--- src/rtl/h263_pkg.sv ---
// Shared H.263 pipeline definitions: block geometry, TCOEF event type and packing,
// and the run-length encoder state encoding.
package h263_pkg;

  localparam int BLOCK_SIZE      = 64;
  localparam int RUN_WIDTH       = 6;
  localparam int MAX_VALUE_WIDTH = 32;
  localparam int MAX_WORD_WIDTH  = 64;

  typedef enum logic {RUN, FLUSH} rle_state_t;

  typedef struct packed {
    logic                              last;
    logic        [RUN_WIDTH-1:0]       run;
    logic signed [MAX_VALUE_WIDTH-1:0] level;
  } tcoef_evt_t;

  // Word layout: LEVEL in [vw-1:0], RUN above it, LAST above RUN, zeros beyond.
  function automatic logic [MAX_WORD_WIDTH-1:0] pack_tcoef(input tcoef_evt_t evt,
                                                           input int value_width);
    logic [MAX_WORD_WIDTH-1:0] one;
    logic [MAX_WORD_WIDTH-1:0] mask;
    logic [MAX_WORD_WIDTH-1:0] word;
    one  = {{(MAX_WORD_WIDTH-1){1'b0}}, 1'b1};
    mask = (one << value_width) - one;
    word = MAX_WORD_WIDTH'(evt.level) & mask;
    word = word | (MAX_WORD_WIDTH'(evt.run) << value_width);
    word = word | (MAX_WORD_WIDTH'(evt.last) << (value_width + RUN_WIDTH));
    return word;
  endfunction

  function automatic tcoef_evt_t unpack_tcoef(input logic [MAX_WORD_WIDTH-1:0] word,
                                              input int value_width);
    tcoef_evt_t evt;
    evt.level = MAX_VALUE_WIDTH'($signed(word << (MAX_WORD_WIDTH - value_width))
                                 >>> (MAX_WORD_WIDTH - value_width));
    evt.run   = RUN_WIDTH'(word >> value_width);
    evt.last  = word[value_width + RUN_WIDTH];
    return evt;
  endfunction

endpackage

--- src/rtl/axis_out_reg.sv ---
// Single-entry AXI-Stream output register: holds a beat stable until the
// downstream accepts it and reports whether a new beat may be loaded.
module axis_out_reg #(
  parameter int DATA_W = 24
) (
  input  logic              clk,
  input  logic              rst,
  input  logic              load,
  input  logic [DATA_W-1:0] load_data,
  input  logic              load_last,
  input  logic              ready,
  output logic              valid,
  output logic [DATA_W-1:0] data,
  output logic              last,
  output logic              free
);

  // Free when empty or when the current beat leaves on this edge.
  assign free = !valid || ready;

  always_ff @(posedge clk or posedge rst) begin
    if (rst) begin
      valid <= 1'b0;
      data  <= '0;
      last  <= 1'b0;
    end else if (load) begin
      valid <= 1'b1;
      data  <= load_data;
      last  <= load_last;
    end else if (ready) begin
      valid <= 1'b0;
    end
  end

endmodule

--- src/rtl/run_length_enc.sv ---
// Run-length encoder: turns 64 zig-zag ordered coefficients per block into
// (LAST, RUN, LEVEL) events, holding one pending event so LAST can be marked.
module run_length_enc
  import h263_pkg::*;
#(
  parameter int VALUE_WIDTH     = 17,
  parameter int AXIS_DATA_WIDTH = 8*((VALUE_WIDTH-1)/8+1),
  parameter int OUT_DATA_WIDTH  = 8*((VALUE_WIDTH+6)/8+1)
) (
  input  logic                       i_clk,
  input  logic                       i_areset,
  input  logic                       i_axis_TVALID,
  output logic                       o_axis_TREADY,
  input  logic [AXIS_DATA_WIDTH-1:0] i_axis_TDATA,
  input  logic                       i_axis_TLAST,
  output logic                       o_axis_TVALID,
  input  logic                       i_axis_TREADY,
  output logic [OUT_DATA_WIDTH-1:0]  o_axis_TDATA,
  output logic                       o_axis_TLAST
);

  localparam logic [RUN_WIDTH-1:0] LAST_IDX = RUN_WIDTH'(BLOCK_SIZE - 1);

  rle_state_t                    state, state_n;
  logic [RUN_WIDTH-1:0]          idx, idx_n;
  logic [RUN_WIDTH-1:0]          zrun, zrun_n;
  logic [RUN_WIDTH-1:0]          p_run, p_run_n;
  logic                          p_valid, p_valid_n;
  logic signed [VALUE_WIDTH-1:0] p_level, p_level_n;
  logic signed [VALUE_WIDTH-1:0] coef;
  logic                          ready, accept, emit, out_free;
  tcoef_evt_t                    evt;
  logic [OUT_DATA_WIDTH-1:0]     evt_word;
  logic                          unused_in;

  function automatic tcoef_evt_t make_evt(input logic                          last,
                                          input logic [RUN_WIDTH-1:0]          run,
                                          input logic signed [VALUE_WIDTH-1:0] level);
    tcoef_evt_t e;
    e.last  = last;
    e.run   = run;
    e.level = MAX_VALUE_WIDTH'(level);
    return e;
  endfunction

  assign coef          = i_axis_TDATA[VALUE_WIDTH-1:0];
  assign unused_in     = ^{i_axis_TLAST, i_axis_TDATA};
  assign o_axis_TREADY = ready;
  assign evt_word      = OUT_DATA_WIDTH'(pack_tcoef(evt, VALUE_WIDTH));

  always_ff @(posedge i_clk or posedge i_areset) begin
    if (i_areset) begin
      state   <= RUN;
      idx     <= '0;
      zrun    <= '0;
      p_valid <= 1'b0;
      p_run   <= '0;
      p_level <= '0;
    end else begin
      state   <= state_n;
      idx     <= idx_n;
      zrun    <= zrun_n;
      p_valid <= p_valid_n;
      p_run   <= p_run_n;
      p_level <= p_level_n;
    end
  end

  always_comb begin
    state_n   = state;
    idx_n     = idx;
    zrun_n    = zrun;
    p_valid_n = p_valid;
    p_run_n   = p_run;
    p_level_n = p_level;
    ready     = 1'b0;
    accept    = 1'b0;
    emit      = 1'b0;
    evt       = '0;
    unique case (state)
      RUN: begin
        ready  = out_free;
        accept = i_axis_TVALID && ready;
        if (accept && idx != LAST_IDX) begin
          idx_n = idx + 1'b1;
          if (coef != '0) begin
            emit      = p_valid;
            evt       = make_evt(1'b0, p_run, p_level);
            p_valid_n = 1'b1;
            p_run_n   = zrun;
            p_level_n = coef;
            zrun_n    = '0;
          end else begin
            zrun_n = zrun + 1'b1;
          end
        end else if (accept) begin
          // Block end: the pending event (if any) is the only thing that decides LAST.
          idx_n     = '0;
          zrun_n    = '0;
          p_valid_n = 1'b0;
          emit      = 1'b1;
          if (coef != '0 && p_valid) begin
            evt       = make_evt(1'b0, p_run, p_level);
            p_valid_n = 1'b1;
            p_run_n   = zrun;
            p_level_n = coef;
            state_n   = FLUSH;
          end else if (coef != '0) begin
            evt = make_evt(1'b1, zrun, coef);
          end else if (p_valid) begin
            evt = make_evt(1'b1, p_run, p_level);
          end else begin
            evt = make_evt(1'b1, LAST_IDX, '0);
          end
        end
      end
      FLUSH: begin
        if (out_free) begin
          emit      = 1'b1;
          evt       = make_evt(1'b1, p_run, p_level);
          p_valid_n = 1'b0;
          state_n   = RUN;
        end
      end
      default: state_n = RUN;
    endcase
  end

  axis_out_reg #(
    .DATA_W(OUT_DATA_WIDTH)
  ) u_out (
    .clk      (i_clk),
    .rst      (i_areset),
    .load     (emit),
    .load_data(evt_word),
    .load_last(evt.last),
    .ready    (i_axis_TREADY),
    .valid    (o_axis_TVALID),
    .data     (o_axis_TDATA),
    .last     (o_axis_TLAST),
    .free     (out_free)
  );

endmodule

--- config.mk ---
export PLATFORM = sky130hd
export DESIGN_NAME = run_length_enc
export DESIGN_NICKNAME = d
export VERILOG_FILES = /design/src/rtl/h263_pkg.sv /design/src/rtl/axis_out_reg.sv /design/src/rtl/run_length_enc.sv
export SDC_FILE = /design/constraint.sdc
export NUM_CORES = 1
export LEC_CHECK = 0
export ABC_AREA = 1
export CAP_MARGIN = 20
export CORE_ASPECT_RATIO = 0.8
export CORE_MARGIN = 5
export CORE_UTILIZATION = 38
export DETAILED_ROUTE_END_ITERATION = 8
export GPL_TIMING_DRIVEN = 0
export PLACE_DENSITY = 0.66
export SYNTH_ARGS = -nofsm -noshare
export SYNTH_HDL_FRONTEND = slang
export SYNTH_SLANG_ARGS = --single-unit
export TNS_END_PERCENT = 1
--- constraint.sdc ---
create_clock -name i_clk -period 3.01 [get_ports i_clk]
set_clock_uncertainty 0.2 [all_clocks]
set_input_delay 0.602 -clock i_clk [delete_from_list [all_inputs] [get_ports i_clk]]
set_output_delay 0.602 -clock i_clk [all_outputs]
set_load 0.01 [all_outputs]
==> results of run 1 <==
==> worst register-to-register path: stages (launching register included) <==
cell     delay [ns]
dfrtp_1        0.40
ha_1           0.22
nand2_1        0.13
nor2_4         0.08
nor2_1         0.49
a21oi_1        0.14
o21ai_0        0.25
nand2_1        0.10
nand2_1        0.07
==> metrics by stage <==
| step | cell area, um^2 | power [mW] | utilization |
|---|---|---|---|
| floorplan | 3385 | 1.936 | - |
| global route | 4230 | 3.457 | 0.4921 |
| detailed placement | 4015 | 2.428 | 0.4671 |
| finish | 4230 | 3.234 | 0.4921 |
| global placement | 3995 | 2.393 | 0.4648 |
| CTS | 4230 | 3.254 | 0.4921 |
==> metal layers <==
layer / wire [um] / up-vias / GRT usage
li1: - / 1583 / -
met1: 4453 / 1424 / 0.2633
met2: 3768 / 103 / 0.2514
met3: 713 / 8 / 0.04869
met4: 78 / 0 / 0.04888
met5: 0 / - / 0
==> cell usage after synthesis (all sizes together) <==
master,count
xor2,3
nand4,6
a21boi,3
nor3,2
nand2,187
buf,15
o211ai,2
a21oi,10
clkbuf,5
clkinv,1
nor2,28
inv,35
dfrtp,62
ha,2
o21ai,25
o31ai,1
xnor2,1
nand3,68
==> area by class of cell <==
cell class	instances	area [um^2]	area share
Multi-Input combinational cell	338	1582	0.3739
Clock inverter	4	70.07	0.01656
Sequential cell	62	1551	0.3668
Tap cell	112	140.1	0.03313
Buffer	20	116.4	0.02751
Timing Repair Buffer	48	490.5	0.1159
Inverter	36	135.1	0.03194
Clock buffer	12	145.1	0.03431
==> sequential cells by signal (all words and copies together), names as in the netlist <==
name / count
u_out.last: 1
p_valid: 1
zrun: 6
idx: 6
p_run: 6
state: 1
u_out.data: 23
u_out.valid: 1
p_level: 17
==> where the power goes <==
part	internal, mW	switching [mW]	leakage, nW
Clock	0.487	0.327	0.110
Combinational	0.504	0.636	1.16
Sequential	1.09	0.191	0.811
==> worst max-delay path by stage <==
stage | depth (start not counted) | slack, ns | to | start
after detailed placement | 11 | 0.23 | u_out.data[7] | i_axis_TDATA[11]
after floorplan | 1 | 0.67 | idx[0] | i_areset
after global placement | 2 | -0.45 | u_out.data[5] | i_areset
after global routing | 4 | 0.31 | o_axis_TREADY | i_axis_TREADY
final | 4 | 0.38 | o_axis_TREADY | i_axis_TREADY
after CTS | 4 | 0.37 | o_axis_TREADY | i_axis_TREADY
==> logic make-up (layout without fill, tap and decap cells) <==
logic type | after synthesis | after routing | synth area share
buffers and inverters | 56 | 120 | 0.07430
xor gates and xnor gates | 4 | 4 | 0.01035
adders and majority gates | 2 | 2 | 0.007393
AOI/OAI and AO/OA | 41 | 41 | 0.07393
DFF | 62 | 62 | 0.4584
and+or+nand+nor | 291 | 291 | 0.3756
==> cells in the final DEF (no fill, tap or decap), drive strengths merged <==
cell type        n
nand3           68
a21oi           10
a21boi           3
buf             16
o21ai           25
nand2          187
bufinv           2
o31ai            1
clkbuf          17
ha               2
nor3             2
inv             35
nand4            6
nor2            28
o211ai           2
clkdlybuf4s50   47
clkinv           3
xor2             3
xnor2            1
dfrtp           62
==> impl_metrics.csv, run 1 <==
group,metric,value,unit
placed_design,numPortBuffers,47,
pwr,power_density,764.4,nW/um^2
setup_path,worstSetupPathType,"in -> out",
logic_synthesis,syn_area,3384,um^2
route,wire_per_inst,14.26,um
cts,htree_levels,3,
cts,worst_skew_pair.late_latency,0.35,ns
sta,fmax,380.6,MHz
cts,post_cts_buffers,0,
global_routing,grt.total_usage,0.1771,
layout,nets,546,
floorplan,core,8596,um^2
logic_synthesis,yosys.cell_types.count,30,
cts,cts.sink_count,62,
sta,fin_crit_sh,0.8728,
pwr,max-vdd-ir-drop,0.4267,mV
run,drv_cap,0,
logic_synthesis,avgSynthCellArea,7.422,um^2
route,wl,9014,um
layout,drive_gt1_frac,0.1096,
setup_path,cpPeakStageDelay,0.56,ns
sta,holdWs,0.2813,ns
pwr,leakagePower,2.078,nW
sta,hold_viol,0,
cts,cts_root_buffer,"clkbuf_8",
route,drc,0,
sta,setup_viol,0,
setup_path,startpoint_type,"primary input",
global_routing,grt_pass1_vias,3059,
cts,numCtsBuffers,9,
setup_path,cp_top_family,"buffers and inverters",
logic_synthesis,synth_seq_cells,62,
sta,worst_slew_pin_slew,0.7123,ns
placed_design,pre_cts_ws,0.2293,ns
sta,final_max_slew_viol_count,0,
setup_path,worst_r2r_startpoint,"idx[0]",
cts,post_cts_resized,0,
setup_path,critPathCaptureType,"output pin",
layout,antennaDiodeCount,0,
logic_synthesis,yosysSeqAreaShare,0.4584,
sta,fin_tns_setup,0,ns
route,dr_total_vias,3118,
global_routing,overflow,0,
floorplan,ios,56,
setup_path,critPathArrivalTime,1.83,ns
route,drt_iter0_drc,313,
route,dr.pass1.iters,5,
global_routing,antenna_found_initial,0,
logic_synthesis,yosys-top-cells-area,"dfrtp_1 46%, nand2_1 20%, nand3_1 9.5%, inv_1 3.4%, nor2_1 2.3%",
cts,cts_max_path_buffers,2,
floorplan,std_cell_rows,30,
logic_synthesis,synth_nets,487,
global_routing,grt_first_pass_wirelength,15190,um
floorplan,die_y,94.41,um
logic_synthesis,postSynthCellCount,456,
sta,rsz0062_at_grt,"false",
sta,slew_headroom,0.5244,
sta,fin_crit,2.627,ns
floorplan,dieArea,10910,um^2
logic_synthesis,yosys_warnings,0,
setup_path,crit_buf_inv,2,
setup_path,critical-path-slowest-cell,"clkdlybuf4s50_1",
worst_hold_path,hold_depth,2,
placed_design,dp.cells,616,
layout,n_fill_cell,879,
placed_design,gp_congestion,0.8527,
cts,hold_buffers,0,
cts,cts_tree,"built",
setup_path,cp_data_required_time,2.21,ns
setup_path,rr_worst_depth,8,
route,viasPerCell,4.934,
setup_path,reg2reg_slack,0.88,ns
layout,syn_to_final_growth,24.99,%
status,status,"complete, no violations",
sta,setup_ws,0.3828,ns
cts,clk_pin_slew_worst_paths,0.07,ns
worst_hold_path,min_to,"u_out.data[14]",
logic_synthesis,synth_top_area_cell,"dfrtp_1",
setup_path,worstPathMaxFanout,2,
setup_path,r2r_end,"u_out.data[16]",
route,ant_nets,0,
floorplan,start_util,0.3937,
logic_synthesis,synth_top_cell_area_share,0.4584,
global_routing,grt_max_degree,34,
worst_hold_path,min_path_type,"reg -> reg",
worst_hold_path,min_from,"u_out.data[14]",
setup_path,path_cells,"clkdlybuf4s50_1, nor2_1, nor2_1, clkdlybuf4s50_1",
floorplan,die_w,115.5,um
layout,final_cells,632,
placed_design,hpwl,6830,um
(Power assumes the default switching activity.)
==> inputs of run 2 (changes only) <==
Settings changed: GPL_ROUTABILITY_DRIVEN set to 0, SKIP_LAST_GASP set to 1.
==> results of run 2 <==
Same layout as run 1: the final DEF is identical, and so are final timing and power.
==> inputs of run 3 (changes only) <==
Settings changed: PLACE_DENSITY 0.66 to 0.69, SLEW_MARGIN set to 5.
Clock period 3.01 ns to 2.35 ns, I/O delays scaled along.
==> run 3 against run 2 <==
Effect of this change:
- clock-buffer cell count shrank 1
- clock power grew 12%
- non-clock buffer count is the same
- sequential cell count is the same
- critical path depth grew 7
- global-route usage shrank 0.54 points
- via count grew 3.2%
- sequential share of layout area grew 0.13 points
- first-iteration DRC count shrank 25%
- die area is the same
- routed wire length grew 0.52%
- final cell count shrank 0.16%
- largest power group unchanged
- highest routed layer unchanged
==> impl_metrics.csv, run 3 (synthesized netlist as in run 1, its figures left out) <==
group,metric,value,unit
route,drt_iter0_drc,234,
setup_path,rr_worst_depth,10,
sta,slew_headroom,0.6021,
cts,numCtsBuffers,9,
route,dr_total_vias,3219,
layout,syn_to_final_growth,24.55,%
pwr,p_total,4.024,mW
setup_path,critPathCaptureType,"register",
global_routing,grt_max_degree,37,
layout,largest-register,"u_out.data",
route,wl,9061,um
pwr,max-vdd-ir-drop,0.5999,mV
global_routing,overflow,0,
layout,drive_gt1_frac,0.1118,
cts,cts_root_buffer,"clkbuf_8",
setup_path,r2r_end,"p_valid",
global_routing,antenna_found_initial,0,
cts,post_cts_buffers,0,
layout,final_common_cell,"nand2_1",
cts,htree_levels,3,
global_routing,grt.total_usage,0.1716,
route,dr.pass1.iters,5,
floorplan,ios,56,
pwr,power_density,954.6,nW/um^2
sta,worst_slew_pin_slew,0.5959,ns
sta,setup_viol,0,
setup_path,worst_r2r_startpoint,"idx[0]",
sta,rsz0062_at_grt,"true",
setup_path,startpoint,"i_axis_TREADY",
placed_design,pre_cts_ws,-0.2558,ns
floorplan,die_w,115.5,um
cts,cts_max_path_buffers,2,
global_routing,grt_first_pass_wirelength,14730,um
floorplan,std_cell_rows,30,
sta,hold_viol,0,
route,drc,0,
setup_path,reg2reg_slack,0.26,ns
layout,finalInstanceArea,4215,um^2
status,status,"complete, no violations",
route,viasPerCell,5.101,
setup_path,worstSetupPathType,"in -> reg",
layout,largest_reg_flops,23,
cts,cts.sink_count,62,
run,drv_cap,0,
sta,fin_crit,2.255,ns
cts,cts_tree,"built",
floorplan,start_util,0.3937,
sta,fin_crit_sh,0.9594,
placed_design,numPortBuffers,47,
floorplan,dieArea,10910,um^2
layout,nets,546,
pwr,leakagePower,2.072,nW
layout,biggestRegsByFlops,"u_out.data (23), p_level (17)",
layout,most-common-layout-cells,"183 x nand2_1, 64 x nand3_1, 62 x dfrtp_1",
layout,fin_util,0.4904,
setup_path,crit_end,"p_valid",
sta,final_max_slew_viol_count,0,
sta,fin_tns_setup,0,ns
placed_design,place_area,4015,um^2
floorplan,core,8596,um^2
cts,worst_skew_pair.late_latency,0.34,ns
setup_path,worstPathMaxFanout,10,
cts,clk_pin_slew_worst_paths,0.07,ns
setup_path,critPathArrivalTime,2.26,ns
worst_hold_path,min_path_type,"reg -> reg",
floorplan,die_y,94.41,um
setup_path,startpoint_type,"primary input",
route,ant_nets,0,
layout,antennaDiodeCount,0,
route,wire_per_inst,14.36,um
setup_path,cp_data_required_time,2.36,ns
sta,fmax,443.5,MHz
sta,setup_ws,0.09537,ns
global_routing,grt_pass1_vias,2960,
placed_design,hpwl,6772,um
run 3: cell types whose count changed in the layout (fill, tap and decap cells not counted):
| cell | previous run | this run |
|---|---|---|
| bufinv_16 | 2 | 1 |
| nand3_2 | 4 | 3 |
| dlygate4sd2_1 | 0 | 1 |
| clkbuf_1 | 7 | 6 |
| clkdlybuf4s50_1 | 47 | 45 |
| dlymetal6s2s_1 | 0 | 1 |
| nor2_2 | 3 | 4 |
| nor2_1 | 21 | 20 |
| nand3_4 | 0 | 1 |
| clkinvlp_4 | 0 | 1 |
run 3: routing by layer:
metal | routed length, um | global-route usage
met1 | 4442 | 0.2504
met2 | 3862 | 0.2543
met3 | 674 | 0.04676
met4 | 82 | 0.03812
met5 | 0 | 0
run 3: what timing repair did:
| item | in CTS | in global routing |
|---|---|---|
| resized for setup | 1 | 3 |
| setup endpoints to repair | 1 | 36 |
| hold buffers | 0 | 0 |
run 3: worst min-delay path by stage:
stage | from | endpoint | depth (start not counted)
finish | u_out.data[16] | u_out.data[16] | 2
global route | i_axis_TDATA[11] | p_level[11] | 3
floorplan | zrun[4] | zrun[4] | 1
CTS | u_out.data[16] | u_out.data[16] | 2
detailed placement | u_out.data[16] | u_out.data[16] | 2
global placement | u_out.data[5] | u_out.data[5] | 2
run 3: through the flow:
stage | std cells | hold WS (ns)
6_report | 631 | 0.2828
5_1_grt | 631 | 0.3045
4_1_cts | 631 | 0.2822
3_5_place_dp | 616 | 0.2647
3_3_place_gp | 615 | 0.2657
2_1_floorplan | 456 | 0.2552
run 3: where the power goes:
part | internal (mW) | switching [mW] | total [mW]
clock | 0.509 | 0.404 | 0.913
combinational | 0.646 | 0.812 | 1.46
sequential | 1.40 | 0.257 | 1.65
total | 2.55 | 1.47 | 4.02
run 3: cell type report:
| type | instances | area (um^2) |
|---|---|---|
| fillers | 853 | 4380 |
| multi-input cells | 338 | 1592 |
| repair buffers | 48 | 491.7 |
| clock buffers | 11 | 141.4 |
| well taps | 112 | 140.1 |
| inverters | 36 | 135.1 |
| clock inverters | 4 | 47.55 |
| plain buffers | 20 | 116.4 |
| flip-flops and latches | 62 | 1551 |
run 3: critical path, cell delays in order:
cell and delay [ns]:
clkdlybuf4s50_1 0.47, inv_1 0.04, nand2_1 0.13, nand2_2 0.15
nor2_4 0.23, nand3_2 0.15, nand2_2 0.16, nor2_8 0.07
inv_2 0.09, buf_4 0.19, o31ai_1 0.09
